$ cat src/rtl/ysyx_25040105_lsu_if.sv
// Handshake bundles for the LSU: EXU/WBU-facing request/response channel and
// the word-wide memory bus channel.
interface ysyx_25040105_lsu_if;
    logic        req_valid;
    logic        req_ready;
    logic        req_wen;
    logic [31:0] req_addr;
    logic [31:0] req_wdata;
    logic [2:0]  req_funct3;
    logic        rsp_valid;
    logic        rsp_ready;
    logic [31:0] rsp_rdata;
    logic        rsp_err;

    modport master (
        output req_valid, req_wen, req_addr, req_wdata, req_funct3, rsp_ready,
        input  req_ready, rsp_valid, rsp_rdata, rsp_err
    );
    modport slave (
        input  req_valid, req_wen, req_addr, req_wdata, req_funct3, rsp_ready,
        output req_ready, rsp_valid, rsp_rdata, rsp_err
    );
endinterface

interface ysyx_25040105_lsu_mem_if;
    logic        mem_req_valid;
    logic        mem_req_ready;
    logic        mem_req_wen;
    logic [31:0] mem_req_addr;
    logic [31:0] mem_req_wdata;
    logic [3:0]  mem_req_wstrb;
    logic        mem_rsp_valid;
    logic [31:0] mem_rsp_rdata;
    logic        mem_rsp_err;

    modport master (
        output mem_req_valid, mem_req_wen, mem_req_addr, mem_req_wdata, mem_req_wstrb,
        input  mem_req_ready, mem_rsp_valid, mem_rsp_rdata, mem_rsp_err
    );
    modport slave (
        input  mem_req_valid, mem_req_wen, mem_req_addr, mem_req_wdata, mem_req_wstrb,
        output mem_req_ready, mem_rsp_valid, mem_rsp_rdata, mem_rsp_err
    );
endinterface

$ cat src/rtl/ysyx_25040105_lsu.sv
// Load/store unit: EXU request -> handshaked word bus -> formatted writeback.
// Optional bus timeout in WAIT enabled by defining YSYX_25040105_LSU_TIMEOUT_EN.
module ysyx_25040105_lsu #(
    parameter int unsigned TIMEOUT_CYCLES = 255
) (
    input  logic                            clk,
    input  logic                            rst,
    ysyx_25040105_lsu_if.slave              core,
    ysyx_25040105_lsu_mem_if.master         mem
);

    typedef enum logic [1:0] {
        S_IDLE,
        S_REQ,
        S_WAIT,
        S_RESP
    } state_e;

    state_e      state_q, state_d;
    logic        req_ready_q, req_ready_d;
    logic [1:0]  off_q, off_d;
    logic [2:0]  f3_q, f3_d;
    logic        mem_req_valid_q, mem_req_valid_d;
    logic        mem_req_wen_q, mem_req_wen_d;
    logic [31:0] mem_req_addr_q, mem_req_addr_d;
    logic [31:0] mem_req_wdata_q, mem_req_wdata_d;
    logic [3:0]  mem_req_wstrb_q, mem_req_wstrb_d;
    logic        rsp_valid_q, rsp_valid_d;
    logic [31:0] rsp_rdata_q, rsp_rdata_d;
    logic        rsp_err_q, rsp_err_d;

`ifdef YSYX_25040105_LSU_TIMEOUT_EN
    localparam int unsigned CW = ($clog2(TIMEOUT_CYCLES + 1) > 8) ? $clog2(TIMEOUT_CYCLES + 1) : 8;
    localparam logic [CW-1:0] TO_LAST = CW'(TIMEOUT_CYCLES - 1);
    logic [CW-1:0] cnt_q, cnt_d;
`else
    logic unused_timeout_cfg;
    assign unused_timeout_cfg = ^TIMEOUT_CYCLES;
`endif

    function automatic logic lsu_illegal(input logic wen, input logic [2:0] f3, input logic [1:0] o);
        logic bad_code;
        logic misal;
        if (wen) begin
            bad_code = (f3 > 3'd2);
        end else begin
            bad_code = (f3 == 3'd3) || (f3 == 3'd6) || (f3 == 3'd7);
        end
        case (f3[1:0])
            2'd1:    misal = o[0];
            2'd2:    misal = (o != 2'd0);
            default: misal = 1'b0;
        endcase
        return bad_code | misal;
    endfunction

    function automatic logic [31:0] fmt_load(input logic [31:0] w, input logic [1:0] o, input logic [2:0] f3);
        logic [31:0] sh;
        sh = w >> {o, 3'b000};
        case (f3)
            3'd0:    return {{24{sh[7]}}, sh[7:0]};
            3'd4:    return {24'h0, sh[7:0]};
            3'd1:    return {{16{sh[15]}}, sh[15:0]};
            3'd5:    return {16'h0, sh[15:0]};
            default: return sh;
        endcase
    endfunction

    always_comb begin
        state_d         = state_q;
        req_ready_d     = req_ready_q;
        off_d           = off_q;
        f3_d            = f3_q;
        mem_req_valid_d = mem_req_valid_q;
        mem_req_wen_d   = mem_req_wen_q;
        mem_req_addr_d  = mem_req_addr_q;
        mem_req_wdata_d = mem_req_wdata_q;
        mem_req_wstrb_d = mem_req_wstrb_q;
        rsp_valid_d     = rsp_valid_q;
        rsp_rdata_d     = rsp_rdata_q;
        rsp_err_d       = rsp_err_q;
`ifdef YSYX_25040105_LSU_TIMEOUT_EN
        cnt_d           = cnt_q;
`endif
        case (state_q)
            S_IDLE: begin
                if (core.req_valid) begin
                    off_d       = core.req_addr[1:0];
                    f3_d        = core.req_funct3;
                    req_ready_d = 1'b0;
                    if (lsu_illegal(core.req_wen, core.req_funct3, core.req_addr[1:0])) begin
                        state_d     = S_RESP;
                        rsp_valid_d = 1'b1;
                        rsp_rdata_d = '0;
                        rsp_err_d   = 1'b1;
                    end else begin
                        state_d         = S_REQ;
                        mem_req_valid_d = 1'b1;
                        mem_req_wen_d   = core.req_wen;
                        mem_req_addr_d  = {core.req_addr[31:2], 2'b00};
                        mem_req_wdata_d = '0;
                        mem_req_wstrb_d = '0;
                        // Loads never assert strobes; stores replicate data to every lane.
                        if (core.req_wen) begin
                            case (core.req_funct3[1:0])
                                2'd0: begin
                                    mem_req_wstrb_d = 4'b0001 << core.req_addr[1:0];
                                    mem_req_wdata_d = {4{core.req_wdata[7:0]}};
                                end
                                2'd1: begin
                                    mem_req_wstrb_d = core.req_addr[1] ? 4'b1100 : 4'b0011;
                                    mem_req_wdata_d = {2{core.req_wdata[15:0]}};
                                end
                                default: begin
                                    mem_req_wstrb_d = 4'b1111;
                                    mem_req_wdata_d = core.req_wdata;
                                end
                            endcase
                        end
                    end
                end
            end
            S_REQ: begin
                if (mem.mem_req_ready) begin
                    mem_req_valid_d = 1'b0;
                    state_d         = S_WAIT;
`ifdef YSYX_25040105_LSU_TIMEOUT_EN
                    cnt_d           = '0;
`endif
                end
            end
            S_WAIT: begin
                if (mem.mem_rsp_valid) begin
                    state_d     = S_RESP;
                    rsp_valid_d = 1'b1;
                    rsp_err_d   = mem.mem_rsp_err;
                    rsp_rdata_d = (mem_req_wen_q || mem.mem_rsp_err) ? '0
                                  : fmt_load(mem.mem_rsp_rdata, off_q, f3_q);
                end
`ifdef YSYX_25040105_LSU_TIMEOUT_EN
                else if (cnt_q >= TO_LAST) begin
                    state_d     = S_RESP;
                    rsp_valid_d = 1'b1;
                    rsp_err_d   = 1'b1;
                    rsp_rdata_d = '0;
                end else begin
                    cnt_d = cnt_q + 1'b1;
                end
`endif
            end
            S_RESP: begin
                if (core.rsp_ready) begin
                    state_d     = S_IDLE;
                    req_ready_d = 1'b1;
                    rsp_valid_d = 1'b0;
                    rsp_rdata_d = '0;
                    rsp_err_d   = 1'b0;
                end
            end
            default: begin
                state_d     = S_IDLE;
                req_ready_d = 1'b1;
            end
        endcase
    end

    always_ff @(posedge clk or negedge rst) begin
        if (!rst) begin
            state_q         <= S_IDLE;
            req_ready_q     <= 1'b1;
            off_q           <= '0;
            f3_q            <= '0;
            mem_req_valid_q <= 1'b0;
            mem_req_wen_q   <= 1'b0;
            mem_req_addr_q  <= '0;
            mem_req_wdata_q <= '0;
            mem_req_wstrb_q <= '0;
            rsp_valid_q     <= 1'b0;
            rsp_rdata_q     <= '0;
            rsp_err_q       <= 1'b0;
`ifdef YSYX_25040105_LSU_TIMEOUT_EN
            cnt_q           <= '0;
`endif
        end else begin
            state_q         <= state_d;
            req_ready_q     <= req_ready_d;
            off_q           <= off_d;
            f3_q            <= f3_d;
            mem_req_valid_q <= mem_req_valid_d;
            mem_req_wen_q   <= mem_req_wen_d;
            mem_req_addr_q  <= mem_req_addr_d;
            mem_req_wdata_q <= mem_req_wdata_d;
            mem_req_wstrb_q <= mem_req_wstrb_d;
            rsp_valid_q     <= rsp_valid_d;
            rsp_rdata_q     <= rsp_rdata_d;
            rsp_err_q       <= rsp_err_d;
`ifdef YSYX_25040105_LSU_TIMEOUT_EN
            cnt_q           <= cnt_d;
`endif
        end
    end

    assign core.req_ready     = req_ready_q;
    assign core.rsp_valid     = rsp_valid_q;
    assign core.rsp_rdata     = rsp_rdata_q;
    assign core.rsp_err       = rsp_err_q;
    assign mem.mem_req_valid  = mem_req_valid_q;
    assign mem.mem_req_wen    = mem_req_wen_q;
    assign mem.mem_req_addr   = mem_req_addr_q;
    assign mem.mem_req_wdata  = mem_req_wdata_q;
    assign mem.mem_req_wstrb  = mem_req_wstrb_q;

endmodule

$ cat src/flat_wrapper.sv
// flat-port wrapper written by rule: the top's interface ports become plain ports
module ysyx_25040105_lsu_flat 
#(
    parameter int unsigned TIMEOUT_CYCLES = 255
)
  (clk, rst, core_req_valid, core_req_wen, core_req_addr, core_req_wdata, core_req_funct3, core_rsp_ready, core_req_ready, core_rsp_valid, core_rsp_rdata, core_rsp_err, mem_mem_req_valid, mem_mem_req_wen, mem_mem_req_addr, mem_mem_req_wdata, mem_mem_req_wstrb, mem_mem_req_ready, mem_mem_rsp_valid, mem_mem_rsp_rdata, mem_mem_rsp_err);
  ysyx_25040105_lsu_if core_i ();
  ysyx_25040105_lsu_mem_if mem_i ();
  input  logic clk;
  input  logic rst;
  input wire logic [$bits(core_i.req_valid)-1:0] core_req_valid;
  input wire logic [$bits(core_i.req_wen)-1:0] core_req_wen;
  input wire logic [$bits(core_i.req_addr)-1:0] core_req_addr;
  input wire logic [$bits(core_i.req_wdata)-1:0] core_req_wdata;
  input wire logic [$bits(core_i.req_funct3)-1:0] core_req_funct3;
  input wire logic [$bits(core_i.rsp_ready)-1:0] core_rsp_ready;
  output wire logic [$bits(core_i.req_ready)-1:0] core_req_ready;
  output wire logic [$bits(core_i.rsp_valid)-1:0] core_rsp_valid;
  output wire logic [$bits(core_i.rsp_rdata)-1:0] core_rsp_rdata;
  output wire logic [$bits(core_i.rsp_err)-1:0] core_rsp_err;
  output wire logic [$bits(mem_i.mem_req_valid)-1:0] mem_mem_req_valid;
  output wire logic [$bits(mem_i.mem_req_wen)-1:0] mem_mem_req_wen;
  output wire logic [$bits(mem_i.mem_req_addr)-1:0] mem_mem_req_addr;
  output wire logic [$bits(mem_i.mem_req_wdata)-1:0] mem_mem_req_wdata;
  output wire logic [$bits(mem_i.mem_req_wstrb)-1:0] mem_mem_req_wstrb;
  input wire logic [$bits(mem_i.mem_req_ready)-1:0] mem_mem_req_ready;
  input wire logic [$bits(mem_i.mem_rsp_valid)-1:0] mem_mem_rsp_valid;
  input wire logic [$bits(mem_i.mem_rsp_rdata)-1:0] mem_mem_rsp_rdata;
  input wire logic [$bits(mem_i.mem_rsp_err)-1:0] mem_mem_rsp_err;
  assign core_i.req_valid = core_req_valid;
  assign core_i.req_wen = core_req_wen;
  assign core_i.req_addr = core_req_addr;
  assign core_i.req_wdata = core_req_wdata;
  assign core_i.req_funct3 = core_req_funct3;
  assign core_i.rsp_ready = core_rsp_ready;
  assign core_req_ready = core_i.req_ready;
  assign core_rsp_valid = core_i.rsp_valid;
  assign core_rsp_rdata = core_i.rsp_rdata;
  assign core_rsp_err = core_i.rsp_err;
  assign mem_mem_req_valid = mem_i.mem_req_valid;
  assign mem_mem_req_wen = mem_i.mem_req_wen;
  assign mem_mem_req_addr = mem_i.mem_req_addr;
  assign mem_mem_req_wdata = mem_i.mem_req_wdata;
  assign mem_mem_req_wstrb = mem_i.mem_req_wstrb;
  assign mem_i.mem_req_ready = mem_mem_req_ready;
  assign mem_i.mem_rsp_valid = mem_mem_rsp_valid;
  assign mem_i.mem_rsp_rdata = mem_mem_rsp_rdata;
  assign mem_i.mem_rsp_err = mem_mem_rsp_err;
  ysyx_25040105_lsu #(.TIMEOUT_CYCLES(TIMEOUT_CYCLES)) u_core (.clk(clk), .rst(rst), .core(core_i), .mem(mem_i));
endmodule
$ cat config.mk
export PLATFORM = sky130hd
export DESIGN_NAME = ysyx_25040105_lsu_flat
export DESIGN_NICKNAME = d
export VERILOG_FILES = /design/src/rtl/ysyx_25040105_lsu_if.sv /design/src/rtl/ysyx_25040105_lsu.sv /design/src/flat_wrapper.sv
export SDC_FILE = /design/constraint.sdc
export NUM_CORES = 1
export LEC_CHECK = 0
export CORE_ASPECT_RATIO = 0.75
export CORE_UTILIZATION = 44
export CTS_CLUSTER_SIZE = 10
export DETAILED_ROUTE_END_ITERATION = 10
export PLACE_DENSITY = 0.81
export SETUP_SLACK_MARGIN = 0.5
export SYNTH_ARGS = -nofsm -noshare
export SYNTH_HDL_FRONTEND = slang
export SYNTH_SLANG_ARGS = --single-unit
$ cat constraint.sdc
create_clock -name clk -period 3 [get_ports clk]
set_clock_uncertainty 0.2 [all_clocks]
set_input_delay 0.6 -clock clk [delete_from_list [all_inputs] [get_ports clk]]
set_output_delay 0.6 -clock clk [all_outputs]
set_load 0.005 [all_outputs]
==> flow_summary.toml <==
[timing]
max_freq_mhz = 418.0
tightestPinTransition_ps = 710.2
rsz0062_at_grt = "false"
fin_crit_ps = 2392
setup_viol = 0
slew_violations = 0
slew_headroom = 0.5265
min_period_over_period = 0.7974
finalHoldViolations = 0

[yosys]
muxShareOfSynthArea = 0.1243
yosysSeqAreaShare = 0.5075
synth_top_family_by_area = "compound AO/OA/AOI/OAI gates"
synth-adder-area-share = 0.02306
async_flop_share = 1.000
synth_edf_count = 0
ys_types = 42
synth_compound_area_frac = 0.1715
yosys.area_share.simple = 0.1259
synth-xor-area-share = 0.001614
synth-seq-cells = 110
synth-main-ff-cell = "dfrtp_1"
netlist_instances = 559
ys_warn_count = 0
synthesis.area_sq_mm = 0.005426
postSynthAreaPerCell_sq_um = 9.707

[cells_and_area]
fin_util = 0.6880
fillers = 899
drive_gt1_frac = 0.1207
n_antenna_cell = 0
layout_commonest_cell = "clkdlybuf4s50_1"
fin_cells = 924
finalNetCount = 875
final_cell_mix = "clkdlybuf4s50_1 (205), nand2_1 (125), dfrtp_1 (109), o21ai_0 (59), mux2_2 (43)"
area_delta_synth_final_pct = 49.41

[clocking]
cts.sinks = 110
cts_hold_buf = 0
cts_buffers = 9
ctsHtreeMaxLevel = 3
clk_latency_ps = 340
cts_tree = "yes"
cts_root_buf = "clkbuf_16"
clk_pin_slew_ps = 70
cts_buffer_depth = 2

[grt]
grt_pass1_vias = 4862
grt_overflow = 0
grtUsageTotal = 0.2509
grt_first_pass_wirelength_mm = 24.81
grt_max_degree = 61
antenna_found_initial = 0

[routing]
dr.first_iter.drc_count = 323
drcViolationCount = 0
vias_per_cell = 5.346
drt-total-wl_mm = 15.48
dr.pass1.iters = 5
wl_per_cell_um = 16.75
dr_total_vias = 4940
ant_nets = 0

[placed_design]
dp_cells = 905
portBuffers = 209
place_hpwl_mm = 11.34
gp_congestion = 0.9001

[setup_path]
r2r_cells = 10
slowest_delay_ps = 540
rr_endpoint = "u_core.core.rsp_rdata[30]"
crit_slowest_cell = "clkdlybuf4s50_1"
cp.arrival_ps = 2430
r2r_slack_ps = 650
cp-end-kind = "register"
timing.critical_path.buf_inv = 4
path_cells = "clkdlybuf4s50_1, o211ai_1, nand2_1, buf_4, o311ai_4, buf_12, buf_12, a21oi_1, a21o_1"
crit_cells = 9
path_common_cell = "buf_12"
start_kind = "primary input"
worstPathRequired_ps = 3040
critical_path_class = "in2reg"
reg2reg_from = "u_core.state_q[0]"
critical_path.top_delay_family = "buffers and inverters"
critPathMaxFanout = 15

[power_and_ir_drop]
p_total_mw = 6.878
p_leak_nw = 3.644
ir_drop_uv = 505.3
power_density_mw_per_mm2 = 848.3

[status]
status = "finished, final reports clean"

[floorplan]
start_util = 0.4605
die_w_um = 130.2
fp.dieArea_sq_mm = 0.01279
die_h_um = 98.18
rows = 34
io_pins = 212
coreArea_sq_mm = 0.01178

[hold_path]
hp-class = "in2async"

[job]
maxCapViolations = 0
[repair_timing]
action	in CTS	in global routing
cloned	1	0
pin swaps	3	0
endpoints found under the setup margin	72	34
resized for setup	4	4
endpoints found under the hold margin	0	0
buffers inserted	2	1
[layer usage]
metal / track usage / vias up / part of all wire
met5: 0 / - / 0
met4: 0.06082 / 0 / 0.014
li1: - / 2315 / -
met3: 0.08384 / 20 / 0.11
met1: 0.3299 / 2350 / 0.41
met2: 0.3981 / 255 / 0.46
[metrics by stage]
stage,instance area (sq um),hold slack (ps),TNS (ps),worst slack [ps]
final,8108,89.71,0,607.8
after global routing,8108,138.3,0,508.1
after CTS,8084,112.1,0,540.0
after detailed placement,7736,266.4,-238.6,-24.92
after global placement,7736,256.8,0,50.90
after floorplan,5430,104.4,0,570.1
[registers in the layout, summed over array words and instances, names as in the netlist]
name / cells
u_core.core.rsp_valid: 1
u_core.mem.mem_req_addr: 30
u_core.off_q: 2
u_core.core.req_ready: 1
u_core.mem.mem_req_valid: 1
u_core.state_q: 2
u_core.mem.mem_req_wen: 1
u_core.core.rsp_err: 1
u_core.mem.mem_req_wdata: 32
u_core.mem.mem_req_wstrb: 4
u_core.f3_q: 3
u_core.core.rsp_rdata: 32
[where the power goes]
group / switching, mW / total, mW / internal (mW) / leakage [nW]
Combinational: 1.39 / 3.24 / 1.84 / 2.08
Clock: 0.550 / 1.20 / 0.651 / 0.146
Sequential: 0.378 / 2.44 / 2.06 / 1.42
[cells in the mapped netlist, types with 2 or more instances]
cell type / number / area share
buf_2: 10 / 0.0092
o211ai_1: 2 / 0.0028
dfrtp_1: 109 / 0.50
inv_1: 11 / 0.0076
nand2_1: 125 / 0.086
o21ai_0: 59 / 0.054
ha_1: 10 / 0.023
clkbuf_1: 20 / 0.014
buf_4: 3 / 0.0042
o21ai_1: 3 / 0.0028
a21oi_1: 35 / 0.032
a21o_1: 16 / 0.022
nor2_1: 30 / 0.021
mux2_2: 43 / 0.089
mux2i_1: 19 / 0.035
buf_6: 3 / 0.0062
nor2b_1: 6 / 0.0069
a221o_1: 2 / 0.0037
a22o_1: 8 / 0.013
o22ai_1: 2 / 0.0023
o31ai_1: 18 / 0.025
buf_1: 5 / 0.0035
[cell families after synthesis]
group,count (synthesis)
AOI/OAI and AO/OA,152
adders and majority gates,10
and+or+nand+nor,170
DFF,110
xor gates and xnor gates,1
buffers and inverters,53
other,1
muxes,62
[layout make-up]
cell class	instances	area (sq um)	share of cell area
repair buffers	229	2335	0.2880
multi-input cells	397	2480	0.3059
flip-flops and latches	110	2754	0.3397
clock inverters	6	70.07	0.008642
clock buffers	9	225.2	0.02778
well taps	162	202.7	0.02500
inverters	11	41.29	0.005093
[how the worst max path moves through the flow]
stage,from,to
after global routing,core_req_funct3[1],u_core.core.rsp_rdata[25]
after detailed placement,core_req_funct3[0],u_core.mem.mem_req_wdata[8]
after global placement,core_req_funct3[0],u_core.mem.mem_req_addr[2]
final,core_req_addr[0],u_core.core.rsp_rdata[30]
after CTS,u_core.state_q[0],u_core.core.rsp_rdata[30]
after floorplan,core_req_funct3[0],u_core.mem.mem_req_wdata[11]
Power figures use the tool's default switching activity.
